## src/rtl/multicycle_controller.sv

```systemverilog
// Multi-cycle MIPS control FSM: sequences the shared ALU / unified memory datapath,
// counts retired instructions and flags bad opcodes. Define MIPS_ADDI_EN to decode addi.
module multicycle_controller #(
  parameter int CNT_W = 32
) (
  input  logic             clk,
  input  logic             rst,
  input  logic [5:0]       opcode,
  input  logic             zero,
  input  logic             mem_ready,
  output logic             pc_en,
  output logic             IorD,
  output logic             MemRead,
  output logic             MemWrite,
  output logic             IRWrite,
  output logic             RegDst,
  output logic             MemtoReg,
  output logic             RegWrite,
  output logic             ALUSrcA,
  output logic [1:0]       ALUSrcB,
  output logic [1:0]       ALUOp,
  output logic [1:0]       PCSource,
  output logic [3:0]       state,
  output logic             illegal_op,
  output logic [CNT_W-1:0] instr_count
);

  typedef enum logic [3:0] {
    S_FETCH     = 4'd0,
    S_DECODE    = 4'd1,
    S_MEM_ADDR  = 4'd2,
    S_MEM_READ  = 4'd3,
    S_MEM_WB    = 4'd4,
    S_MEM_WRITE = 4'd5,
    S_EXEC      = 4'd6,
    S_R_WB      = 4'd7,
    S_BRANCH    = 4'd8,
    S_JUMP      = 4'd9,
    S_ADDI_EX   = 4'd10,
    S_ADDI_WB   = 4'd11
  } state_e;

  localparam logic [5:0] OP_R    = 6'h00;
  localparam logic [5:0] OP_LW   = 6'h23;
  localparam logic [5:0] OP_SW   = 6'h2B;
  localparam logic [5:0] OP_BEQ  = 6'h04;
  localparam logic [5:0] OP_J    = 6'h02;
  localparam logic [5:0] OP_ADDI = 6'h08;

  state_e           state_q, state_d;
  logic [CNT_W-1:0] cnt_q, cnt_d;
  logic             pc_write, pc_write_cond, retire;

  always_ff @(posedge clk) begin
    if (rst) begin
      state_q <= S_FETCH;
      cnt_q   <= '0;
    end else begin
      state_q <= state_d;
      cnt_q   <= cnt_d;
    end
  end

  always_comb begin
    state_d       = state_q;
    pc_write      = 1'b0;
    pc_write_cond = 1'b0;
    retire        = 1'b0;
    IorD          = 1'b0;
    MemRead       = 1'b0;
    MemWrite      = 1'b0;
    IRWrite       = 1'b0;
    RegDst        = 1'b0;
    MemtoReg      = 1'b0;
    RegWrite      = 1'b0;
    ALUSrcA       = 1'b0;
    ALUSrcB       = 2'b00;
    ALUOp         = 2'b00;
    PCSource      = 2'b00;
    illegal_op    = 1'b0;
    case (state_q)
      S_FETCH: begin
        MemRead  = 1'b1;
        ALUSrcB  = 2'b01;
        IRWrite  = mem_ready;
        pc_write = mem_ready;
        if (mem_ready) state_d = S_DECODE;
      end
      S_DECODE: begin
        // Branch target is precomputed here while the opcode is decoded.
        ALUSrcB = 2'b11;
        case (opcode)
          OP_R:         state_d = S_EXEC;
          OP_LW, OP_SW: state_d = S_MEM_ADDR;
          OP_BEQ:       state_d = S_BRANCH;
          OP_J:         state_d = S_JUMP;
`ifdef MIPS_ADDI_EN
          OP_ADDI:      state_d = S_ADDI_EX;
`endif
          default: begin
            state_d    = S_FETCH;
            illegal_op = 1'b1;
          end
        endcase
      end
      S_MEM_ADDR: begin
        ALUSrcA = 1'b1;
        ALUSrcB = 2'b10;
        if (opcode == OP_LW)      state_d = S_MEM_READ;
        else if (opcode == OP_SW) state_d = S_MEM_WRITE;
        else                      state_d = S_FETCH;
      end
      S_MEM_READ: begin
        MemRead = 1'b1;
        IorD    = 1'b1;
        if (mem_ready) state_d = S_MEM_WB;
      end
      S_MEM_WB: begin
        MemtoReg = 1'b1;
        RegWrite = 1'b1;
        retire   = 1'b1;
        state_d  = S_FETCH;
      end
      S_MEM_WRITE: begin
        MemWrite = 1'b1;
        IorD     = 1'b1;
        if (mem_ready) begin
          retire  = 1'b1;
          state_d = S_FETCH;
        end
      end
      S_EXEC: begin
        ALUSrcA = 1'b1;
        ALUOp   = 2'b10;
        state_d = S_R_WB;
      end
      S_R_WB: begin
        RegDst   = 1'b1;
        RegWrite = 1'b1;
        retire   = 1'b1;
        state_d  = S_FETCH;
      end
      S_BRANCH: begin
        ALUSrcA       = 1'b1;
        ALUOp         = 2'b01;
        pc_write_cond = 1'b1;
        PCSource      = 2'b01;
        retire        = 1'b1;
        state_d       = S_FETCH;
      end
      S_JUMP: begin
        pc_write = 1'b1;
        PCSource = 2'b10;
        retire   = 1'b1;
        state_d  = S_FETCH;
      end
`ifdef MIPS_ADDI_EN
      S_ADDI_EX: begin
        ALUSrcA = 1'b1;
        ALUSrcB = 2'b10;
        state_d = S_ADDI_WB;
      end
      S_ADDI_WB: begin
        RegWrite = 1'b1;
        retire   = 1'b1;
        state_d  = S_FETCH;
      end
`endif
      default: state_d = S_FETCH;
    endcase

    pc_en = pc_write | (pc_write_cond & zero);
    cnt_d = retire ? cnt_q + CNT_W'(1) : cnt_q;

    // Reset silences the whole datapath combinationally, not just from the next edge.
    if (rst) begin
      pc_en      = 1'b0;
      IorD       = 1'b0;
      MemRead    = 1'b0;
      MemWrite   = 1'b0;
      IRWrite    = 1'b0;
      RegDst     = 1'b0;
      MemtoReg   = 1'b0;
      RegWrite   = 1'b0;
      ALUSrcA    = 1'b0;
      ALUSrcB    = 2'b00;
      ALUOp      = 2'b00;
      PCSource   = 2'b00;
      illegal_op = 1'b0;
    end
  end

  assign state       = rst ? 4'd0 : state_q;
  assign instr_count = cnt_q;

endmodule

```

## config.mk

```make
export PLATFORM = sky130hd
export DESIGN_NAME = multicycle_controller
export DESIGN_NICKNAME = d
export VERILOG_FILES = /design/src/rtl/multicycle_controller.sv
export SDC_FILE = /design/constraint.sdc
export NUM_CORES = 1
export LEC_CHECK = 0
export CAP_MARGIN = 20
export CORE_ASPECT_RATIO = 1.4
export CORE_MARGIN = 4
export CORE_UTILIZATION = 45
export DETAILED_ROUTE_END_ITERATION = 16
export PLACE_DENSITY = 0.81
export SETUP_SLACK_MARGIN = 0.2
export SLEW_MARGIN = 20
export SYNTH_ARGS = -nofsm -noshare
export SYNTH_HDL_FRONTEND = slang
export SYNTH_SLANG_ARGS = --single-unit
```

## constraint.sdc

```tcl
create_clock -name clk -period 6 [get_ports clk]
set_clock_uncertainty 0.1 [all_clocks]
set_input_delay 1.5 -clock clk [delete_from_list [all_inputs] [get_ports clk]]
set_output_delay 1.5 -clock clk [all_outputs]
set_load 0.005 [all_outputs]
```

==> results of run 1 <==
## final cells by class
class / count / area [um^2]
Clock buffer: 7 / 96.3
Inverter: 5 / 18.8
Sequential cell: 36 / 721
Timing Repair Buffer: 63 / 621
Multi-Input combinational cell: 216 / 1380
Tap cell: 64 / 80.1
Fill cell: 463 / 1890
## per-layer routing
layer,vias up,GRT usage (%)
met5,-,0
met4,0,9.31
met3,10,5.82
met2,61,34.0
met1,1119,22.5
li1,1131,-
## power by group through the flow
| stage | clock [mW] | combinational, mW | sequential [mW] |
|---|---|---|---|
| 6_report | 0.186 | 0.0428 | 0.245 |
| 5_1_grt | 0.199 | 0.0468 | 0.246 |
| 4_1_cts | 0.189 | 0.0429 | 0.245 |
| 3_5_place_dp | 0 | 0.0424 | 0.251 |
| 3_3_place_gp | 0 | 0.0418 | 0.251 |
| 2_1_floorplan | 0 | 0.0284 | 0.246 |
## placed cells by master (no fill, tap or decap), drive strengths merged, types with 7 or more instances in the layout
master	n
a21oi	19
clkbuf	7
clkdlybuf4s50	60
dfxtp	36
mux2	16
nand2	14
nand3	11
nand4	10
nor2	29
nor2b	19
nor4	16
o21ai	10
o31ai	9
or4	11
## sequential cells by signal, summed over array words and instances, names as in the netlist
signal       count
instr_count     32
state_q          4
## through the flow
stage	std cells	hold slack, ns
3_3_place_gp	384	0.374
2_1_floorplan	279	0.377
4_1_cts	391	0.409
5_1_grt	391	0.436
6_report	391	0.404
3_5_place_dp	384	0.399
## worst min path at each step
| stage | startpoint | end | cells past startpoint |
|---|---|---|---|
| after floorplan | instr_count[17]$_SDFFE_PP0P_ | instr_count[17]$_SDFFE_PP0P_ | 2 |
| after global placement | instr_count[17]$_SDFFE_PP0P_ | instr_count[17]$_SDFFE_PP0P_ | 2 |
| after detailed placement | instr_count[17]$_SDFFE_PP0P_ | instr_count[17]$_SDFFE_PP0P_ | 2 |
| after CTS | instr_count[17]$_SDFFE_PP0P_ | instr_count[17]$_SDFFE_PP0P_ | 2 |
| after global routing | instr_count[9]$_SDFFE_PP0P_ | instr_count[9]$_SDFFE_PP0P_ | 2 |
| final | instr_count[17]$_SDFFE_PP0P_ | instr_count[17]$_SDFFE_PP0P_ | 2 |
## kinds of logic (layout without fill, tap and decap cells)
| kind of cell | count (synthesis) | after routing | synth area share, % |
|---|---|---|---|
| simple gates | 146 | 146 | 37.9 |
| mux | 17 | 17 | 8.74 |
| buf+inv | 27 | 75 | 5.41 |
| flops | 36 | 36 | 32.5 |
| xor+xnor | 4 | 4 | 1.58 |
| fa+ha+maj | 1 | 1 | 0.564 |
| compound gates | 48 | 48 | 13.4 |
## critical path, stage by stage
cell             delay, ns
clkdlybuf4s50_1       0.48
or4_1                 0.61
a21oi_1               0.16
a2111oi_0             0.08
clkdlybuf4s50_1       0.48
==> flow_metrics.py, run 1 <==
metrics = {
    "die": {
        "initial_core_util_pct": 46.2,
        "dieArea_um2": 6140,
        "core_um2": 4800,
        "pin_count": 62,
        "dieWidth_um": 67.4,
        "rows": 30,
        "die_h_um": 91.1,
    },
    "finish": {
        "layout.nets": 338,
        "final_util_pct": 60.7,
        "n_antenna_cell": 0,
        "drive_above_1_share_pct": 3.98,
        "syn2layout_area_growth_pct": 31.3,
        "fin_area_um2": 2920,
    },
    "power_and_ir_drop": {
        "power_frac_seq_pct": 51.7,
        "pwr-share-comb_pct": 9.0,
        "p_leak_nw": 0.988,
        "power_mw": 0.474,
        "irDropWorstVdd_uv": 101,
        "clkPwrFrac_pct": 39.2,
        "p_per_area_nw_per_um2": 163,
        "power.net_switching_mw": 0.111,
        "p_sw_share_pct": 23.4,
        "internal_power_mw": 0.363,
    },
    "logic_synthesis": {
        "yosys-top-cells-count": "dfxtp_1 (36), nor2_1 (29), a21oi_1 (19), nor2b_1 (19), nor4_1 (16)",
        "synth.most_common_cell": "dfxtp_1",
        "syn_avg_cell_area_um2": 7.96,
        "syn_nets": 290,
        "synth.distinct_cells": 43,
        "syn_inst": 279,
        "synth.top_cell.area_share_pct": 32.5,
        "synthFlopType": "dfxtp_1",
        "async_reset_ff_share_pct": 0,
        "synth_top_area_cell": "dfxtp_1",
        "ys_seq_area_share_pct": 32.5,
        "synth_edf_count": 0,
        "yosysWarnings": 0,
        "syn_area_um2": 2220,
        "ys_top_cells_by_area": "dfxtp_1 (32%), mux2_1 (7.6%), nor2b_1 (5.4%)",
        "ys_ff_latch": 36,
    },
    "grt": {
        "grt_antenna_before_repair": 0,
        "first_global_vias": 2195,
        "grt_max_degree": 32,
        "grt-ovfl-total": 0,
        "grt_pass1_wl_um": 9870,
        "grtUsageTotal_pct": 20.1,
    },
    "sta": {
        "maxSlewViolCount": 0,
        "worst_slack_ns": 1.09,
        "rsz0062_at_grt": "no",
        "hold_viol": 0,
        "setup_viol": 0,
        "period_needed_ns": 4.91,
        "setup_tns_ns": 0,
        "max_slew_margin_pct": 48.5,
        "tightestPinTransition_ns": 0.773,
        "timing.final.crit_share_pct": 81.8,
        "max_freq_mhz": 204,
    },
    "detailed_routing": {
        "topRoutingLayerUsed": "met4",
        "dr.pass1.iters": 4,
        "ant_nets": 0,
        "dr_wl_met2_um": 3010,
        "via_count": 2321,
        "wl_met3_um": 305,
        "met1_length_um": 2340,
        "vias_per_cell": 5.94,
        "finalWirelength_um": 5770,
        "drc": 0,
        "wl_per_cell_um": 14.8,
        "first_iter_violations": 97,
    },
    "setup_path": {
        "cp.required_ns": 4.40,
        "r2r_start": "state_q[0]$_SDFFE_PP0P_",
        "r2r_setup_slack_ns": 3.42,
        "crit_end": "illegal_op",
        "cp-start-kind": "input pin",
        "crit_type": "in -> out",
        "worst_r2r_path_depth": 5,
        "crit_fanout": 5,
        "setup.worst_path.end_class": "output pin",
        "startpoint": "opcode[5]",
        "r2r_end": "instr_count[9]$_SDFFE_PP0P_",
        "arrival_ns": 3.31,
    },
    "job": {
        "cap_violations": 0,
    },
    "clock_network": {
        "cts_buffers": 5,
        "cts_tree": "built",
        "clock-sinks": 36,
        "holdBufCountCts": 0,
        "clkTransAtPathRegs_ns": 0.07,
        "clockBufferDepth": 2,
        "clock_latency_ns": 0.29,
        "clock-root-buffer": "clkbuf_8",
        "htreeDepth": 2,
        "post_cts_buffers": 0,
        "post_cts_resized": 0,
    },
    "placed_design": {
        "io_buffers": 61,
        "preCtsSetupSlack_ns": 1.11,
        "placed_area_um2": 2820,
        "gp_congestion": 0.804,
        "place_hpwl_um": 4050,
    },
    "worst_hold_path": {
        "hp-class": "reg -> reg",
    },
    "run_status": {
        "run_status": "finished clean",
    },
}
Note: power is estimated with default switching activity, not from simulation.
==> run 2, diff against run 1 <==
Settings changed: CORE_UTILIZATION 45 to 43.
Clock period 6 ns to 4.2 ns, I/O delays scaled along.
==> run 2 against run 1 <==
  * Count of clock-buffer cells in the layout unchanged
  * Wire length up 0.29%
  * Sequential cell count unchanged
  * Global-route usage down 1.6 points
  * Highest routed layer unchanged
  * Critical path depth unchanged
  * Final area up 1.2%
  * Via count down 0.78%
  * Hold slack worse by 0.010 ns
  * Clock power up 41%
  * Setup slack worse by 0.84 ns
  * Combinational power up 68%
  * Die area up 4.2%
==> flow_metrics.py, run 2 (synthesized netlist as in run 1, its figures left out) <==
metrics = {
    "power_and_ir_drop": {
        "power_frac_seq_pct": 50.7,
        "power.net_switching_mw": 0.157,
        "irDropWorstVdd_uv": 120,
        "p_per_area_nw_per_um2": 230,
        "internal_power_mw": 0.522,
        "p_sw_share_pct": 23.1,
        "p_leak_nw": 1.01,
        "clkPwrFrac_pct": 38.7,
        "pwr-share-comb_pct": 10.6,
    },
    "detailed_routing": {
        "finalWirelength_um": 5790,
        "ant_nets": 0,
        "vias_per_cell": 5.83,
        "drc": 0,
        "dr.pass1.iters": 4,
        "via_count": 2303,
        "wl_per_cell_um": 14.7,
        "first_iter_violations": 137,
    },
    "worst_hold_path": {
        "hp-class": "reg -> reg",
    },
    "die": {
        "rows": 30,
        "dieWidth_um": 68.7,
        "core_um2": 4920,
        "dieArea_um2": 6390,
        "die_h_um": 93.0,
        "initial_core_util_pct": 45.1,
        "pin_count": 62,
    },
    "clock_network": {
        "clock_latency_ns": 0.28,
        "post_cts_buffers": 0,
        "clock-sinks": 36,
        "clockBufferDepth": 2,
        "clkTransAtPathRegs_ns": 0.07,
        "cts_tree": "built",
        "cts_buffers": 5,
        "holdBufCountCts": 0,
        "clock-root-buffer": "clkbuf_8",
        "htreeDepth": 2,
    },
    "setup_path": {
        "crit_chain": "clkdlybuf4s50_1 > or4_4 > a21oi_1 > a2111oi_0 > clkdlybuf4s50_1",
        "crit_fanout": 5,
        "cp-start-kind": "input pin",
        "cp.required_ns": 3.05,
        "setup.worst_path.end_class": "output pin",
        "arrival_ns": 2.79,
        "crit_slowest_cell": "or4_4",
        "crit_top_cell": "clkdlybuf4s50_1",
        "critPathMaxStageDelay_ns": 0.58,
        "crit_type": "in -> out",
    },
    "placed_design": {
        "place_hpwl_um": 4080,
        "dp_cells": 388,
        "gp_congestion": 0.861,
        "io_buffers": 61,
    },
    "finish": {
        "syn2layout_area_growth_pct": 32.9,
        "layout.nets": 342,
        "final_common_cell": "clkdlybuf4s50_1",
        "drive_above_1_share_pct": 5.44,
        "largest_reg_flops": 32,
        "fillCellCount": 440,
        "layout_common_cells": "clkdlybuf4s50_1 (60), dfxtp_1 (36), nor2_1 (29)",
        "fin_cells": 395,
        "n_antenna_cell": 0,
    },
    "grt": {
        "grt_antenna_before_repair": 0,
        "grt-ovfl-total": 0,
        "grt_pass1_wl_um": 9400,
        "first_global_vias": 2100,
        "grtUsageTotal_pct": 18.5,
        "grt_max_degree": 41,
    },
    "sta": {
        "setup_tns_ns": 0,
        "max_slew_margin_pct": 58.2,
        "timing.final.crit_share_pct": 93.9,
        "tightestPinTransition_ns": 0.625,
        "hold_viol": 0,
        "rsz0062_at_grt": "no",
        "maxSlewViolCount": 0,
        "setup_viol": 0,
        "period_needed_ns": 3.94,
        "max_freq_mhz": 254,
    },
    "job": {
        "cap_violations": 0,
    },
    "run_status": {
        "run_status": "finished clean",
    },
}
==> run 2: cell count changes in the layout (fill, tap and decap cells not counted), sizes merged <==
cell  change
buf       +4
==> run 2: cell type report <==
cell class / instances / area (um^2) / area share [%]
timing repair buffer: 67 / 651 / 22.1
multi-input combinational: 216 / 1380 / 46.9
tap: 64 / 80.1 / 2.72
inverter: 5 / 18.8 / 0.636
sequential: 36 / 721 / 24.4
clock buffer: 7 / 96.3 / 3.27
==> run 2: what timing repair did <==
action | CTS | global route
hold endpoints to repair | 0 | 0
resized for setup | 0 | 1
endpoints found under the setup margin | 0 | 1
==> run 2: worst paths after layout <==
check	slack [ns]	endpoint	cells after the start	start
worst min register to register	0.39	instr_count[17]$_SDFFE_PP0P_	2	instr_count[17]$_SDFFE_PP0P_
worst min-delay path	0.39	instr_count[17]$_SDFFE_PP0P_	2	instr_count[17]$_SDFFE_PP0P_
worst max-delay path	0.26	illegal_op	5	opcode[5]
worst max register to register	1.61	instr_count[19]$_SDFFE_PP0P_	5	state_q[3]$_SDFFE_PP0P_
==> run 2: power groups by stage <==
| stage | Clock [mW] | Sequential [mW] | Combinational [mW] |
|---|---|---|---|
| final | 0.263 | 0.344 | 0.0721 |
| after global routing | 0.284 | 0.344 | 0.0802 |
| after global placement | 0 | 0.352 | 0.0696 |
| after CTS | 0.270 | 0.344 | 0.0713 |
| after detailed placement | 0 | 0.352 | 0.0708 |
| after floorplan | 0 | 0.351 | 0.0405 |
==> run 2: stage by stage <==
| step | worst slack (ns) | cell area (um^2) | utilization (%) | total power [mW] | hold slack (ns) |
|---|---|---|---|---|---|
| CTS | 0.232 | 2950 | 59.9 | 0.685 | 0.395 |
| finish | 0.257 | 2950 | 60.0 | 0.679 | 0.394 |
| floorplan | 1.13 | 2220 | - | 0.392 | 0.377 |
| global placement | 0.251 | 2850 | 57.9 | 0.421 | 0.373 |
| detailed placement | 0.234 | 2850 | 57.9 | 0.422 | 0.386 |
| global route | 0.230 | 2950 | 60.0 | 0.708 | 0.439 |
==> run 2: layer usage <==
metal,part of all wire [%],global-route usage (%),up-vias
li1,-,-,1139
met1,43,21.4,1105
met2,51,32.2,51
met3,4.7,4.81,8
met4,1.5,6.18,0
met5,0,0,-
==> run 2: critical path: cells and delay by family <==
| kind | cells | cell delay, ns |
|---|---|---|
| buf+inv | 2 | 0.96 |
| simple gates | 1 | 0.58 |
| compound gates | 2 | 0.20 |
==> run 3, diff against run 2 <==
Settings changed: GPL_ROUTABILITY_DRIVEN set to 0, SETUP_SLACK_MARGIN 0.2 to 0.15.
==> run 3 against run 2 <==
  * Setup slack worse by 0.035 ns
  * Final area fell by 0.13%
  * Clock power is essentially flat
  * Critical path type unchanged
  * Critical endpoint unchanged
==> flow_metrics.py, run 3 (synthesized netlist as in run 1, its figures left out) <==
metrics = {
    "finish": {
        "n_antenna_cell": 0,
        "layout_common_cells": "clkdlybuf4s50_1 (60), dfxtp_1 (36), nor2_1 (29)",
        "final_util_pct": 59.9,
        "syn2layout_area_growth_pct": 32.7,
        "drive_above_1_share_pct": 5.14,
        "final_common_cell": "clkdlybuf4s50_1",
        "fin_cells": 395,
        "layout.nets": 342,
        "largest_reg_flops": 32,
    },
    "clock_network": {
        "cts_tree": "built",
        "post_cts_resized": 0,
        "cts_buffers": 5,
        "clock-root-buffer": "clkbuf_8",
        "holdBufCountCts": 0,
        "htreeDepth": 2,
        "post_cts_buffers": 0,
        "clock_latency_ns": 0.28,
        "clkTransAtPathRegs_ns": 0.07,
        "clockBufferDepth": 2,
        "clock-sinks": 36,
    },
    "power_and_ir_drop": {
        "pwr-share-comb_pct": 10.6,
        "power.net_switching_mw": 0.157,
        "irDropWorstVdd_uv": 120,
        "p_leak_nw": 1.01,
        "internal_power_mw": 0.522,
        "clkPwrFrac_pct": 38.7,
        "power_frac_seq_pct": 50.7,
        "p_sw_share_pct": 23.1,
        "p_per_area_nw_per_um2": 230,
        "power_mw": 0.678,
    },
    "setup_path": {
        "r2r_start": "state_q[3]$_SDFFE_PP0P_",
        "crit_top_cell": "clkdlybuf4s50_1",
        "crit_chain": "clkdlybuf4s50_1 > or4_1 > a21oi_1 > a2111oi_0 > clkdlybuf4s50_1",
        "worst_r2r_path_depth": 5,
        "setup.worst_path.end_class": "output pin",
        "critPathMaxStageDelay_ns": 0.61,
        "cp-start-kind": "input pin",
        "crit_fanout": 5,
        "r2r_end": "instr_count[19]$_SDFFE_PP0P_",
        "arrival_ns": 2.83,
        "crit_type": "in -> out",
        "crit_family": "buffers and inverters",
        "crit_slowest_cell": "or4_1",
        "r2r_setup_slack_ns": 1.61,
        "cp.required_ns": 3.05,
        "path_buf_inv": 2,
    },
    "worst_hold_path": {
        "min_to": "instr_count[17]$_SDFFE_PP0P_",
        "hp-class": "reg -> reg",
        "hold_start": "instr_count[17]$_SDFFE_PP0P_",
        "whs_path_depth": 2,
    },
    "detailed_routing": {
        "drc": 0,
        "wl_met3_um": 280,
        "vias_per_cell": 5.85,
        "met1_length_um": 2470,
        "via_count": 2310,
        "finalWirelength_um": 5780,
        "dr.pass1.iters": 4,
        "first_iter_violations": 127,
        "ant_nets": 0,
        "topRoutingLayerUsed": "met4",
        "dr_wl_met2_um": 2940,
        "wl_per_cell_um": 14.6,
    },
    "sta": {
        "hold_viol": 0,
        "period_needed_ns": 3.98,
        "rsz0062_at_grt": "no",
        "maxSlewViolCount": 0,
        "setup_tns_ns": 0,
        "max_freq_mhz": 251,
        "max_slew_margin_pct": 58.1,
        "setup_viol": 0,
        "tightestPinTransition_ns": 0.626,
        "timing.final.crit_share_pct": 94.7,
    },
    "die": {
        "dieWidth_um": 68.7,
        "core_um2": 4920,
        "initial_core_util_pct": 45.1,
        "die_h_um": 93.0,
        "rows": 30,
        "dieArea_um2": 6390,
        "pin_count": 62,
    },
    "grt": {
        "grtUsageTotal_pct": 18.5,
        "first_global_vias": 2100,
        "grt_max_degree": 41,
        "grt_antenna_before_repair": 0,
        "grt_pass1_wl_um": 9400,
        "grt-ovfl-total": 0,
    },
    "run_status": {
        "run_status": "finished clean",
    },
    "placed_design": {
        "dp_cells": 388,
        "place_hpwl_um": 4080,
        "io_buffers": 61,
    },
    "job": {
        "cap_violations": 0,
    },
}
==> run 3: stage by stage <==
step | area (um^2) | hold WS, ns | setup slack [ns]
global placement | 2850 | 0.373 | 0.251
detailed placement | 2850 | 0.386 | 0.234
CTS | 2950 | 0.395 | 0.232
floorplan | 2220 | 0.377 | 1.13
finish | 2950 | 0.394 | 0.222
global route | 2950 | 0.439 | 0.183
==> run 3: layout make-up <==
cell class	count	area, um^2
Fill cell	442	1970
Multi-Input combinational cell	216	1380
Sequential cell	36	721
Timing Repair Buffer	67	651
Clock buffer	7	96.3
Tap cell	64	80.1
Inverter	5	18.8
==> run 3: worst max path at each step <==
stage | start | end | cells past startpoint
after floorplan | rst | illegal_op | 3
after global placement | opcode[5] | illegal_op | 5
after CTS | opcode[5] | illegal_op | 5
final | opcode[5] | illegal_op | 5
after global routing | opcode[5] | illegal_op | 5
after detailed placement | opcode[5] | illegal_op | 5
==> run 3: worst register-to-register path: stages, from the launching register on <==
cell	delay (ns)
dfxtp_1	0.57
or3b_4	0.48
o31a_1	0.29
buf_4	0.28
nor4b_1	0.41
mux2_1	0.36
==> run 3: power groups by stage <==
stage                     logic (mW)  registers [mW]  clock network [mW]
after floorplan               0.0405           0.351                   0
after global placement        0.0696           0.352                   0
after detailed placement      0.0708           0.352                   0
after CTS                     0.0713           0.344               0.270
after global routing          0.0798           0.344               0.284
final                         0.0719           0.344               0.263
==> run 3: layer usage <==
metal,vias up,global-route usage (%)
met4,0,6.18
li1,1142,-
met3,8,4.81
met2,57,32.2
met1,1103,21.4
met5,-,0
